`config.mk`:
```
export PLATFORM = sky130hd
export DESIGN_NAME = ahb_split_ctrl_flat
export DESIGN_NICKNAME = d
export VERILOG_FILES = /design/src/rtl/ahb_split_ctrl_pkg.sv /design/src/rtl/ahb_split_ctrl_if.sv /design/src/rtl/ahb_split_ctrl_rr_pick.sv /design/src/rtl/ahb_split_ctrl.sv /design/src/flat_wrapper.sv
export SDC_FILE = /design/constraint.sdc
export NUM_CORES = 1
export LEC_CHECK = 0
export CORE_UTILIZATION = 50
export CTS_CLUSTER_DIAMETER = 100
export CTS_CLUSTER_SIZE = 24
export DETAILED_ROUTE_END_ITERATION = 8
export GPL_TIMING_DRIVEN = 0
export PLACE_DENSITY_LB_ADDON = 0.12
export RECOVER_POWER = 25
export SLEW_MARGIN = 40
export SYNTH_ARGS = -nofsm -noshare
export SYNTH_HDL_FRONTEND = slang
export SYNTH_SLANG_ARGS = --single-unit
export TNS_END_PERCENT = 1
```
`constraint.sdc`:
```
create_clock -name HCLK -period 5.79 [get_ports HCLK]
set_input_delay 1.158 -clock HCLK [delete_from_list [all_inputs] [get_ports HCLK]]
set_output_delay 1.158 -clock HCLK [all_outputs]
set_load 0.05 [all_outputs]
```
`src/rtl/ahb_split_ctrl_pkg.sv`:
```
// ---------------------------------------------------------------------------
// ahb_pkg : shared AHB encodings for the SPLIT controller        | rev 1.0
// ---------------------------------------------------------------------------
`default_nettype none

package ahb_pkg;

  localparam int HMASTER_W = 4;

  typedef enum logic [1:0] {
    HTRANS_IDLE   = 2'd0,
    HTRANS_BUSY   = 2'd1,
    HTRANS_NONSEQ = 2'd2,
    HTRANS_SEQ    = 2'd3
  } htrans_t;

  typedef enum logic [1:0] {
    HRESP_OKAY  = 2'd0,
    HRESP_ERROR = 2'd1,
    HRESP_RETRY = 2'd2,
    HRESP_SPLIT = 2'd3
  } hresp_t;

  typedef enum logic [1:0] {
    ST_IDLE   = 2'd0,
    ST_SPLIT1 = 2'd1,
    ST_SPLIT2 = 2'd2,
    ST_WAIT   = 2'd3
  } split_state_t;

endpackage

`default_nettype wire

```
`src/rtl/ahb_split_ctrl_if.sv`:
```
// ---------------------------------------------------------------------------
// ahb_split_ctrl_if : AHB slave-side signals seen by the SPLIT controller | rev 1.0
// ---------------------------------------------------------------------------
`default_nettype none

interface ahb_split_ctrl_if
  import ahb_pkg::*;
#(
  parameter int NUM_MASTERS = 16
);
  logic                   HSEL;
  logic [1:0]             HTRANS;
  logic                   HREADY;
  logic [HMASTER_W-1:0]   HMASTER;
  logic                   HMASTLOCK;
  logic                   HREADYOUT;
  logic [1:0]             HRESP;
  logic [NUM_MASTERS-1:0] HSPLITx;

  modport slave (
    input  HSEL, HTRANS, HREADY, HMASTER, HMASTLOCK,
    output HREADYOUT, HRESP, HSPLITx
  );

  modport master (
    output HSEL, HTRANS, HREADY, HMASTER, HMASTLOCK,
    input  HREADYOUT, HRESP, HSPLITx
  );
endinterface

`default_nettype wire

```
`src/rtl/ahb_split_ctrl_rr_pick.sv`:
```
// ---------------------------------------------------------------------------
// ahb_rr_pick : combinational round-robin picker, first request at/after ptr | rev 1.0
// ---------------------------------------------------------------------------
`default_nettype none

module ahb_rr_pick
  import ahb_pkg::*;
#(
  parameter int NUM_MASTERS = 16
) (
  input  logic [NUM_MASTERS-1:0] req,
  input  logic [HMASTER_W-1:0]   ptr,
  output logic [NUM_MASTERS-1:0] gnt,
  output logic                   valid
);

  localparam int IDX_W = (NUM_MASTERS > 1) ? $clog2(NUM_MASTERS) : 1;

  logic [IDX_W-1:0] idx;

  always_comb begin
    gnt   = '0;
    valid = 1'b0;
    idx   = '0;
    for (int i = 0; i < NUM_MASTERS; i++) begin
      idx = IDX_W'((int'(ptr) + i) % NUM_MASTERS);
      if (!valid && req[idx]) begin
        gnt[idx] = 1'b1;
        valid    = 1'b1;
      end
    end
  end

endmodule

`default_nettype wire

```
`src/rtl/ahb_split_ctrl.sv`:
```
// ---------------------------------------------------------------------------
// ahb_split_ctrl : SPLIT response generator and round-robin HSPLITx release | rev 1.0
// ---------------------------------------------------------------------------
`default_nettype none

module ahb_split_ctrl
  import ahb_pkg::*;
#(
  parameter int NUM_MASTERS = 16,
  parameter int RELEASE_GAP = 2
) (
  input  logic                   HCLK,
  input  logic                   HRESETn,
  ahb_split_ctrl_if.slave        bus,
  input  logic                   busy_i,
  output logic                   accept_o,
  output logic [NUM_MASTERS-1:0] pending_o
);

  localparam logic [3:0]             GAP_LOAD = 4'(RELEASE_GAP);
  localparam logic [NUM_MASTERS-1:0] ONE_HOT0 = NUM_MASTERS'(1);

  split_state_t           state_q, state_d;
  logic [NUM_MASTERS-1:0] pending_q, pending_d;
  logic [NUM_MASTERS-1:0] hsplit_q, hsplit_d;
  logic [HMASTER_W-1:0]   ptr_q, ptr_d;
  logic [3:0]             gap_q, gap_d;
  logic                   accept_q, accept_d;

  logic                   vap;
  logic                   wait_done;
  logic                   hreadyout;
  hresp_t                 hresp;
  logic [NUM_MASTERS-1:0] set_vec;
  logic [NUM_MASTERS-1:0] req;
  logic [NUM_MASTERS-1:0] gnt;
  logic                   pick_valid;
  logic                   release_go;
  logic [HMASTER_W-1:0]   sel_idx;

  assign vap = bus.HSEL && bus.HREADY &&
               ((htrans_t'(bus.HTRANS) == HTRANS_NONSEQ) ||
                (htrans_t'(bus.HTRANS) == HTRANS_SEQ));

  always_comb begin
    state_d   = state_q;
    set_vec   = '0;
    accept_d  = 1'b0;
    wait_done = 1'b0;
    hreadyout = 1'b1;
    hresp     = HRESP_OKAY;
    case (state_q)
      ST_IDLE: begin
        if (vap) begin
          if (!busy_i) begin
            accept_d = 1'b1;
          end else if (!bus.HMASTLOCK) begin
            set_vec = ONE_HOT0 << bus.HMASTER;
            state_d = ST_SPLIT1;
          end else begin
            state_d = ST_WAIT;
          end
        end
      end
      ST_SPLIT1: begin
        hreadyout = 1'b0;
        hresp     = HRESP_SPLIT;
        state_d   = ST_SPLIT2;
      end
      ST_SPLIT2: begin
        hresp   = HRESP_SPLIT;
        state_d = ST_IDLE;
      end
      ST_WAIT: begin
        // Locked transfers are stalled, never split, until the resource frees.
        if (busy_i) begin
          hreadyout = 1'b0;
        end else begin
          wait_done = 1'b1;
          state_d   = ST_IDLE;
        end
      end
      default: state_d = ST_IDLE;
    endcase
  end

  // The master currently pulsed is excluded so a zero gap cannot re-pick it.
  assign req = pending_q & ~hsplit_q;

  ahb_rr_pick #(
    .NUM_MASTERS (NUM_MASTERS)
  ) u_rr_pick (
    .req   (req),
    .ptr   (ptr_q),
    .gnt   (gnt),
    .valid (pick_valid)
  );

  assign release_go = (state_q == ST_IDLE) && !busy_i && (gap_q == 4'd0) && pick_valid;

  always_comb begin
    sel_idx = '0;
    for (int i = 0; i < NUM_MASTERS; i++) begin
      if (gnt[i]) begin
        sel_idx = HMASTER_W'(i);
      end
    end
  end

  always_comb begin
    hsplit_d = release_go ? gnt : '0;
    // Pending bit is cleared in the pulse cycle; a fresh split that cycle wins.
    pending_d = (pending_q & ~hsplit_q) | set_vec;
    ptr_d     = ptr_q;
    if (release_go) begin
      ptr_d = (int'(sel_idx) == NUM_MASTERS - 1) ? '0 : sel_idx + HMASTER_W'(1);
    end
    if (release_go) begin
      gap_d = GAP_LOAD;
    end else if (gap_q != 4'd0) begin
      gap_d = gap_q - 4'd1;
    end else begin
      gap_d = 4'd0;
    end
  end

  always_ff @(posedge HCLK or negedge HRESETn) begin
    if (!HRESETn) begin
      state_q   <= ST_IDLE;
      pending_q <= '0;
      hsplit_q  <= '0;
      ptr_q     <= '0;
      gap_q     <= 4'd0;
      accept_q  <= 1'b0;
    end else begin
      state_q   <= state_d;
      pending_q <= pending_d;
      hsplit_q  <= hsplit_d;
      ptr_q     <= ptr_d;
      gap_q     <= gap_d;
      accept_q  <= accept_d;
    end
  end

  assign bus.HREADYOUT = hreadyout;
  assign bus.HRESP     = hresp;
  assign bus.HSPLITx   = hsplit_q & ~set_vec;
  assign accept_o      = accept_q | wait_done;
  assign pending_o     = pending_q;

endmodule

`default_nettype wire

```
`src/flat_wrapper.sv`:
```
// flat-port wrapper written by rule: the top's interface ports become plain ports
module ahb_split_ctrl_flat import ahb_pkg::*;
#(
  parameter int NUM_MASTERS = 16,
  parameter int RELEASE_GAP = 2
)
  (HCLK, HRESETn, busy_i, accept_o, pending_o, bus_HSEL, bus_HTRANS, bus_HREADY, bus_HMASTER, bus_HMASTLOCK, bus_HREADYOUT, bus_HRESP, bus_HSPLITx);
  ahb_split_ctrl_if #(.NUM_MASTERS(NUM_MASTERS)) bus_i ();
  input  logic HCLK;
  input  logic HRESETn;
  input  logic busy_i;
  output logic accept_o;
  output logic [NUM_MASTERS-1:0] pending_o;
  input wire logic [$bits(bus_i.HSEL)-1:0] bus_HSEL;
  input wire logic [$bits(bus_i.HTRANS)-1:0] bus_HTRANS;
  input wire logic [$bits(bus_i.HREADY)-1:0] bus_HREADY;
  input wire logic [$bits(bus_i.HMASTER)-1:0] bus_HMASTER;
  input wire logic [$bits(bus_i.HMASTLOCK)-1:0] bus_HMASTLOCK;
  output wire logic [$bits(bus_i.HREADYOUT)-1:0] bus_HREADYOUT;
  output wire logic [$bits(bus_i.HRESP)-1:0] bus_HRESP;
  output wire logic [$bits(bus_i.HSPLITx)-1:0] bus_HSPLITx;
  assign bus_i.HSEL = bus_HSEL;
  assign bus_i.HTRANS = bus_HTRANS;
  assign bus_i.HREADY = bus_HREADY;
  assign bus_i.HMASTER = bus_HMASTER;
  assign bus_i.HMASTLOCK = bus_HMASTLOCK;
  assign bus_HREADYOUT = bus_i.HREADYOUT;
  assign bus_HRESP = bus_i.HRESP;
  assign bus_HSPLITx = bus_i.HSPLITx;
  ahb_split_ctrl #(.NUM_MASTERS(NUM_MASTERS), .RELEASE_GAP(RELEASE_GAP)) u_core (.HCLK(HCLK), .HRESETn(HRESETn), .bus(bus_i), .busy_i(busy_i), .accept_o(accept_o), .pending_o(pending_o));
endmodule
```
==> results.md <==
- Total Routing Usage GR: 0.428
- Most common cell after layout, fill and taps aside: nand2_1
- Starting DRC count in detailed routing: 1389
- Post-DP HPWL: 18500 um
- Critical Path Start Type: register
- Grt ovf: 0
- Inserted Clock Buffers: 5
- Core area: 10800 um^2
- Vias in the first global route: 6316
- Clock Skews: 14.5 ps
- Worst rel slew slack: -0.511
- Layout Nets: 815
- CP top delay family: simple AND/OR/NAND/NOR gates
- Area post-placement: 6250 um^2
- EDFF count, synth: 0
- Tmin final: 5820 ps
- Vias post-DR: 7094
- Clk pin slew, worst setup/hold paths: 90 ps
- Post-DRT Antenna Nets: 0
- Final core utilization: 0.652
- Starting Density: 0.515
- CTS tree: built
- HP Class: register to register
- Failing checks: capacitance limit, slew limit, setup timing
- Largest net degree at the start of global routing: 44
- Avg Synthesized Cell Area: 7.78 um^2
- Required @ worst endpoint: 6000 ps
- Crit-path cells: buf_6, buf_4, clkinvlp_4, ha_1, clkbuf_4, nor4_2, nor4_2, mux2i_2, and3_2, buf_2, nand3_2, mux2i_1, a222oi_1, and3b_2, a21boi_2, o31ai_2, a21boi_1, o211ai_2, ha_2, nand2b_1, mux2_4, o21ai_2, a41o_1
- PortBufs: 46
- Vias per std cell: 7.66
- # fillers: 875
- Synth async-reset ratio: 1.00
- Skew-Pair Late Insertion Delay: 320 ps
- Routability cong.: 1.08
- Critical path peak fanout: 10
- Die width: 108 um
- Clk sinks: 43
- Largest stage delay on the critical path: 540 ps
- DRC viols: 0
- Critical path class: register to register
- Number of inserted diodes: 0
- First-pass GRT wire length: 37400 um
- Status: finished, violations left
- I/O pin count: 48
- Final period util: 1.00
- # setup viols final: 1
- Antenna violations before repair: 0
- Rows: 38
- Die area: 11600 um^2
- Drt pass-1 iters: 6
- CP Buf/Inv Count: 5
- Max Cap Violations: 1
- Fin worst setup slack: -27.5 ps
- Syn_nets: 748
- Max H-tree Level: 2
- Synthesis warning total: 0
- Endpoint class of the critical path: register
- Final hold violations: 0
- Synth-to-Final Area Change: 26.6%
- Design area: 7070 um^2
- Sequential fraction of the synthesis area: 0.193
- Root buffer cell: clkbuf_8
- Register area: 1080 um^2
- Synth Register Bits: 43
- Fin Hold WS: 536 ps
- Final wirelength: 26200 um
- CP arrival: 6030 ps
- Hold-fix buffers, CTS: 0
- Layout cells sized above 1: 0.197
- Worst slew pin tran: 2270 ps
- Most frequent cells in the layout: 92 x nand2_1, 72 x nor2_1, 45 x clkdlybuf4s50_1, 42 x dfrtp_1, 29 x nand3_1
- Drt wl/cell: 28.3 um
- Area of the multi-input gates: 4800 um^2
- Setup TNS: -27.5 ps
- Crit-path most repeated cell: nor4_2
- Post-Syn Instances: 718
- Cell variety after synth: 91
- Primary FF master, synth: dfrtp_1
- Clock buffer depth: 2
- CP max stage cell: nor4_2
- Max Slew Vio Count: 44
- Achievable Freq: 172 MHz
- Mapped cell area: 5580 um^2
- Die height: 108 um
-- repair_timing --
action / in CTS / in global routing
hold endpoints to repair: 0 / 0
resized for setup: 24 / 89
endpoints found under the setup margin: 4 / 4
pin swaps: 3 / 22
setup buffers: 5 / 12
-- registers in the layout (all words and copies together) (netlist names) --
name	flops
u_core.hsplit_q	16
u_core.pending_o	16
u_core.gap_q	4
u_core.ptr_q	4
u_core.state_q	2
u_core.accept_q	1
-- metrics by stage --
step | cells | worst slack (ps)
2_1_floorplan | 718 | 730
3_3_place_gp | 904 | -1320
3_5_place_dp | 905 | -1010
4_1_cts | 918 | 1.67
5_1_grt | 926 | -386
6_report | 926 | -27.5
-- per-layer routing --
layer / global-route usage / routed length (um) / vias to the layer above
met5: 0 / 0 / -
met4: 0.179 / 1670 / 0
met3: 0.148 / 3780 / 175
met2: 0.619 / 10900 / 719
met1: 0.576 / 9800 / 3326
li1: - / - / 2874
-- final timing paths --
check                      cells past startpoint  slack [ps]            endpoint             from
max reg2reg                                   23         -30     u_core.ptr_q[3]  u_core.ptr_q[1]
max                                           23         -30     u_core.ptr_q[3]  u_core.ptr_q[1]
max in group asynchronous                      1        2830     u_core.ptr_q[1]          HRESETn
min                                            1         540     u_core.gap_q[0]  u_core.gap_q[0]
min reg2reg                                    1         540     u_core.gap_q[0]  u_core.gap_q[0]
min in group asynchronous                      1        1510  u_core.hsplit_q[4]          HRESETn
-- area by class of cell --
type	count	area share
timing repair buffer	64	0.0830
sequential	43	0.152
tap	140	0.0248
clock buffer	6	0.0117
inverter	17	0.00991
multi-input combinational	611	0.679
buffer	43	0.0375
clock inverter	2	0.00230
-- cells by family after synthesis --
family                     Yosys count  synth area share
AOI/OAI and AO/OA                  165             0.231
xor gates and xnor gates            15            0.0262
adders and majority gates           18            0.0403
buffers and inverters               64            0.0538
DFF                                 43             0.193
muxes                               26            0.0735
and+or+nand+nor                    387             0.382
-- worst register-to-register path, delay by kind of cell, from the launching register on --
| kind | cells | cell delay [ps] |
|---|---|---|
| flops | 1 | 430 |
| buf+inv | 5 | 1100 |
| compound gates | 7 | 1110 |
| fa+ha+maj | 2 | 680 |
| mux | 3 | 710 |
| simple gates | 6 | 1680 |
-- Yosys cell counts, types with 6 or more instances --
| master | number | area [um^2] |
|---|---|---|
| nor4bb_1 | 8 | 80.1 |
| a211oi_1 | 7 | 52.6 |
| dfrtp_1 | 43 | 1080 |
| inv_1 | 12 | 45.0 |
| a21oi_1 | 19 | 95.1 |
| nor3b_1 | 6 | 45.0 |
| nor4_1 | 43 | 269 |
| o211ai_1 | 8 | 60.1 |
| ha_1 | 18 | 225 |
| clkbuf_1 | 30 | 113 |
| nand2b_1 | 25 | 156 |
| nor2b_1 | 7 | 43.8 |
| nand3_1 | 30 | 150 |
| o22ai_1 | 7 | 43.8 |
| nor3_1 | 13 | 65.1 |
| xnor2_1 | 10 | 87.6 |
| mux4_2 | 11 | 248 |
| a221o_1 | 9 | 90.1 |
| and3b_1 | 9 | 78.8 |
| o21a_1 | 6 | 45.0 |
| and2_1 | 24 | 150 |
| nand4_1 | 9 | 56.3 |
| nand2_1 | 92 | 345 |
| and3_1 | 7 | 43.8 |
| o21ai_0 | 22 | 110 |
| or4_1 | 8 | 60.1 |
| mux2i_1 | 11 | 110 |
| nor2_1 | 72 | 270 |
Power is not shown: default switching activity piles up to over one toggle a cycle in this logic, so the estimate is an artifact.
